[src/rtl/wb_scoreboard.sv]
// wb_scoreboard: register-file write-back arbiter and hazard scoreboard.
// Merges a single-cycle ALU result stream with a long-latency result stream
// into one registered register-file write port, tracks destinations of
// outstanding long ops in a busy vector and stalls decode on RAW/WAW hazards,
// forwarding-window hazards and a full long-op queue.
module wb_scoreboard #(
  parameter int MAX_PEND     = 4,
  parameter int STARVE_LIMIT = 8
) (
  input  logic        clk,
  input  logic        reset,
  input  logic        alu_valid,
  input  logic [4:0]  alu_rd,
  input  logic [31:0] alu_data,
  output logic        alu_hold,
  input  logic        long_valid,
  output logic        long_ready,
  input  logic [4:0]  long_rd,
  input  logic [31:0] long_data,
  input  logic        iss_valid,
  input  logic        iss_long,
  input  logic [4:0]  iss_rs1,
  input  logic [4:0]  iss_rs2,
  input  logic [4:0]  iss_rd,
  output logic        iss_stall,
  output logic        write,
  output logic [4:0]  wrAddr,
  output logic [31:0] wrData,
  output logic [2:0]  pending
);

  localparam int            SW    = $clog2(STARVE_LIMIT + 1);
  localparam logic [SW-1:0] LIMIT = SW'(STARVE_LIMIT);
  localparam logic [2:0]    MAXP  = 3'(MAX_PEND);

  logic [SW-1:0] r_starve;
  logic [31:0]   r_busy;
  logic [31:0]   w_busy_next;
  logic [2:0]    r_pending;
  logic          r_write;
  logic [4:0]    r_wr_addr;
  logic [31:0]   r_wr_data;

  logic          w_alu_sel;
  logic          w_long_hs;
  logic          w_fwd_hit;
  logic          w_hazard;
  logic          w_iss_acc;
  logic          w_set;
  logic          w_inc;
  logic [4:0]    w_sel_rd;
  logic [31:0]   w_sel_data;
  logic          w_sel_valid;

  // Arbitration: ALU wins unless the long stream has starved long enough.
  assign alu_hold   = (r_starve == LIMIT);
  assign w_alu_sel  = alu_valid && !alu_hold;
  assign long_ready = !reset && !w_alu_sel;
  assign w_long_hs  = long_valid && long_ready;

  assign w_sel_valid = w_alu_sel || w_long_hs;
  assign w_sel_rd    = w_alu_sel ? alu_rd   : long_rd;
  assign w_sel_data  = w_alu_sel ? alu_data : long_data;

  // A result registered last cycle is not yet readable from the file, so
  // sources matching the in-flight write address must wait one cycle.
  assign w_fwd_hit = r_write && (r_wr_addr != 5'd0) &&
                     ((r_wr_addr == iss_rs1) || (r_wr_addr == iss_rs2));

  // Hazards use the pre-edge busy state; a bit cleared this cycle still stalls.
  assign w_hazard = reset || r_busy[iss_rs1] || r_busy[iss_rs2] ||
                    r_busy[iss_rd] || w_fwd_hit ||
                    (iss_long && (r_pending == MAXP));
  assign iss_stall = iss_valid && w_hazard;
  assign w_iss_acc = iss_valid && !iss_stall;
  assign w_inc     = w_iss_acc && iss_long;
  assign w_set     = w_inc && (iss_rd != 5'd0);

  // Per-register busy update; a new issue to the same register wins over a clear.
  assign w_busy_next[0] = 1'b0;
  generate
    for (genvar gi = 1; gi < 32; gi++) begin : g_busy
      assign w_busy_next[gi] = (w_set && (iss_rd == 5'(gi)))       ? 1'b1 :
                               (w_long_hs && (long_rd == 5'(gi))) ? 1'b0 :
                               r_busy[gi];
    end
  endgenerate

  // Starve counter: counts consecutive cycles a long result waits unaccepted.
  always_ff @(posedge clk) begin
    if (reset) begin
      r_starve <= '0;
    end else if (!long_valid || w_long_hs) begin
      r_starve <= '0;
    end else if (r_starve != LIMIT) begin
      r_starve <= r_starve + 1'b1;
    end
  end

  // Busy vector and outstanding long-op count.
  always_ff @(posedge clk) begin
    if (reset) begin
      r_busy    <= '0;
      r_pending <= '0;
    end else begin
      r_busy <= w_busy_next;
      if (w_inc && !w_long_hs) begin
        r_pending <= r_pending + 1'b1;
      end else if (!w_inc && w_long_hs && (r_pending != 3'd0)) begin
        r_pending <= r_pending - 1'b1;
      end
    end
  end

  // Registered write port; results to x0 are consumed without a write.
  always_ff @(posedge clk) begin
    if (reset) begin
      r_write   <= 1'b0;
      r_wr_addr <= '0;
      r_wr_data <= '0;
    end else begin
      r_write <= w_sel_valid && (w_sel_rd != 5'd0);
      if (w_sel_valid) begin
        r_wr_addr <= w_sel_rd;
        r_wr_data <= w_sel_data;
      end
    end
  end

  assign write   = r_write;
  assign wrAddr  = r_wr_addr;
  assign wrData  = r_wr_data;
  assign pending = r_pending;

endmodule

[config.mk]
export PLATFORM = sky130hd
export DESIGN_NAME = wb_scoreboard
export DESIGN_NICKNAME = d
export VERILOG_FILES = /design/src/rtl/wb_scoreboard.sv
export SDC_FILE = /design/constraint.sdc
export NUM_CORES = 1
export LEC_CHECK = 0
export ABC_AREA = 1
export CAP_MARGIN = 20
export CORE_ASPECT_RATIO = 1.1
export CORE_MARGIN = 1
export CORE_UTILIZATION = 40
export CTS_CLUSTER_SIZE = 28
export DETAILED_ROUTE_END_ITERATION = 8
export PLACE_DENSITY = 0.72
export SETUP_SLACK_MARGIN = 0.02
export SYNTH_ARGS = -nofsm -noshare
export SYNTH_HDL_FRONTEND = slang
export SYNTH_SLANG_ARGS = --single-unit
[constraint.sdc]
create_clock -name clk -period 2.8 [get_ports clk]
set_input_delay 0.28 -clock clk [delete_from_list [all_inputs] [get_ports clk]]
set_output_delay 0.28 -clock clk [all_outputs]
set_load 0.01 [all_outputs]
==> flow_summary.toml <==
[clocking]
postCtsSetupBuffers = 0
cts_buffer_depth = 2
clk_pin_slew_ns = 0.06
cts_hold_buf = 0
numCtsBuffers = 9
cts_tree = "built"
clock_latency_ns = 0.33
htree_levels = 3
cts.sink_count = 76
cts_resized = 5
root_buffer = "clkbuf_16"

[timing]
worst_pin_slew_ns = 1.19
fin_skew_ns = 0.00759
setup_viol = 0
grt_setup_unrepaired = "no"
hold_viol = 0
min_period_over_period_pct = 87.3
fin_tns_setup_ns = 0
max_slew_margin_pct = 20.5
finalCriticalPeriod_ns = 2.44
slew_viol_final = 0
fmax_mhz = 409
holdWs_ns = 0.373

[floorplanning]
dieArea_mm2 = 0.0123
die_height_um = 116
rows = 41
start_util_pct = 41.3
num_io_pins = 139
core-area_mm2 = 0.0115
die_width_um = 106

[worst_setup_path]
cp-end-kind = "output port"
cp_data_arrival_time_ns = 2.16
critical_path_class = "flip-flop to output port"
worstPathMaxFanout = 9
worst-r2r-cell-count = 15
cp.required_ns = 2.52
crit_path_start_kind = "flip-flop"

[power_and_ir_drop]
peakVddDrop_mv = 0.303
p_leak_uw = 0.00271
power_density_mw_per_mm2 = 427

[drt]
vias = 5518
via_per_inst = 5.12
drt_pass1_iterations = 5
drc = 0
drt-initial-drc-count = 532
wire_per_inst_um = 14.6
postRouteAntennaNets = 0
wirelength_um = 15800

[logic_synthesis]
syn_area_mm2 = 0.00474
synth_fa_ha_area_share_pct = 0.949
synth_mux_area_share_pct = 0
synth_top_area_share_pct = 32.1
synthCells = 775
yosysSeqAreaShare_pct = 32.1
synth_largest_area_cell = "dfxtp_1"
avgSynthCellArea_um2 = 6.12
synth.area.top_cells = "dfxtp_1 (32%), nand2_1 (21%), nand3_1 (8.3%), inv_1 (6.4%), a21oi_1 (5.6%)"
synthXorXnorAreaFrac_pct = 0.738
yosys.area_share.simple_pct = 38.3
ys_ff_latch = 76
ys_warn_count = 0
synth_top_family_by_area = "simple AND/OR/NAND/NOR gates"
syn_nets = 873
synth_compound_area_share_pct = 16.0
synth_cell_types = 30

[worst_hold_path]
hold_path.class = "input port to flip-flop"
holdPathStages = 4

[layout]
final_cell_mix = "nand2_1 (270), clkdlybuf4s50_1 (134), inv_1 (81), nand3_1 (79), dfxtp_1 (76)"
regArea_mm2 = 0.00152
drive_gt1_share_pct = 7.97
layout-area-overhead-vs-synth_pct = 40.1
fillerInstances = 1131
num_antenna_cells = 0
final_common_cell = "nand2_1"
multi_input_comb_area_mm2 = 0.00267
nNetsFinal = 1021

[grt]
grt_max_degree = 37
grt_pass1_vias = 4972
grt_pass1_wl_um = 25200
antenna_found_initial = 0
track_usage_pct = 26.0
overflow = 0

[flow_run]
maxCapViolCount = 0

[place]
globalplace.congestion = 0.959
io_buffers = 138
dp_hpwl_um = 12100

[status]
status = "completed"
## worst paths after layout
path | from | endpoint | slack [ns]
worst min register to register | r_starve[0] | r_starve[0] | 0.46
worst max register to register | r_starve[0] | pending[2] | 0.48
worst max-delay path | r_starve[0] | long_ready | 0.36
worst min-delay path | reset | pending[0] | 0.37
## per-stage QoR
step	total power (uW)	util, %	cell area, um2	setup slack [ns]	cells
floorplan	1450	-	4740	0.587	775
global placement	1770	55.3	6360	-0.119	1062
detailed placement	1770	55.3	6360	-0.172	1062
CTS	2840	57.8	6640	0.0583	1078
global route	2960	57.8	6650	0.0639	1078
finish	2830	57.8	6650	0.356	1078
## cells in the mapped netlist
cell type	instances
fa_1	1
dfxtp_1	76
nor2_4	2
a21oi_2	1
xnor2_1	3
inv_1	81
clkinv_1	3
nand3_4	1
nand3_1	79
inv_2	4
a31oi_1	23
nor4_1	1
xor2_1	1
nand2_2	2
buf_2	5
buf_6	9
buf_4	2
o21ai_1	6
nand2_1	270
o21ai_0	25
a21oi_1	53
clkbuf_1	21
clkinv_4	1
a22oi_1	11
ha_1	2
nor2_2	5
nor2_1	53
nand4_1	19
o31ai_1	14
inv_4	1
## critical path: stages (launching register included)
cell             delay (ns)
dfxtp_1                0.33
inv_1                  0.06
ha_1                   0.13
nand2_1                0.05
nor2_1                 0.17
inv_1                  0.09
nand2_2                0.13
inv_1                  0.17
nor2_1                 0.14
clkdlybuf4s50_1        0.55
## report_power, final
part | switching [uW] | total [uW] | leakage [uW] | internal [uW]
logic | 302 | 597 | 0.00196 | 294
registers | 29.8 | 1150 | 0.000621 | 1120
clock network | 464 | 1090 | 0.000135 | 622
total | 796 | 2830 | 0.00271 | 2040
## kinds of logic (layout without fill, tap and decap cells)
family                     after synthesis  in the layout
AOI/OAI and AO/OA                      133            133
buffers and inverters                  127            280
and+or+nand+nor                        432            432
adders and majority gates                3              3
DFF                                     76             76
xor gates and xnor gates                 4              4
## per-layer routing
layer | GRT usage [%] | wire length, um
met5 | 0 | 0
met4 | 10.9 | 516
met3 | 5.52 | 1160
met2 | 43.5 | 7430
met1 | 32.7 | 6650
## area by class of cell
cell class | instances | share of cell area (%)
sequential | 76 | 22.9
multi-input combinational | 572 | 40.1
inverter | 90 | 5.22
tap | 150 | 2.82
clock buffer | 10 | 3.60
clock inverter | 6 | 0.584
timing repair buffer | 174 | 24.8
## sequential cells by signal (all words and copies together), names as in the netlist
| register | cells |
|---|---|
| wrData | 32 |
| r_starve | 4 |
| wrAddr | 5 |
| pending | 3 |
| r_busy | 31 |
| write | 1 |
Power figures use the tool's default switching activity.
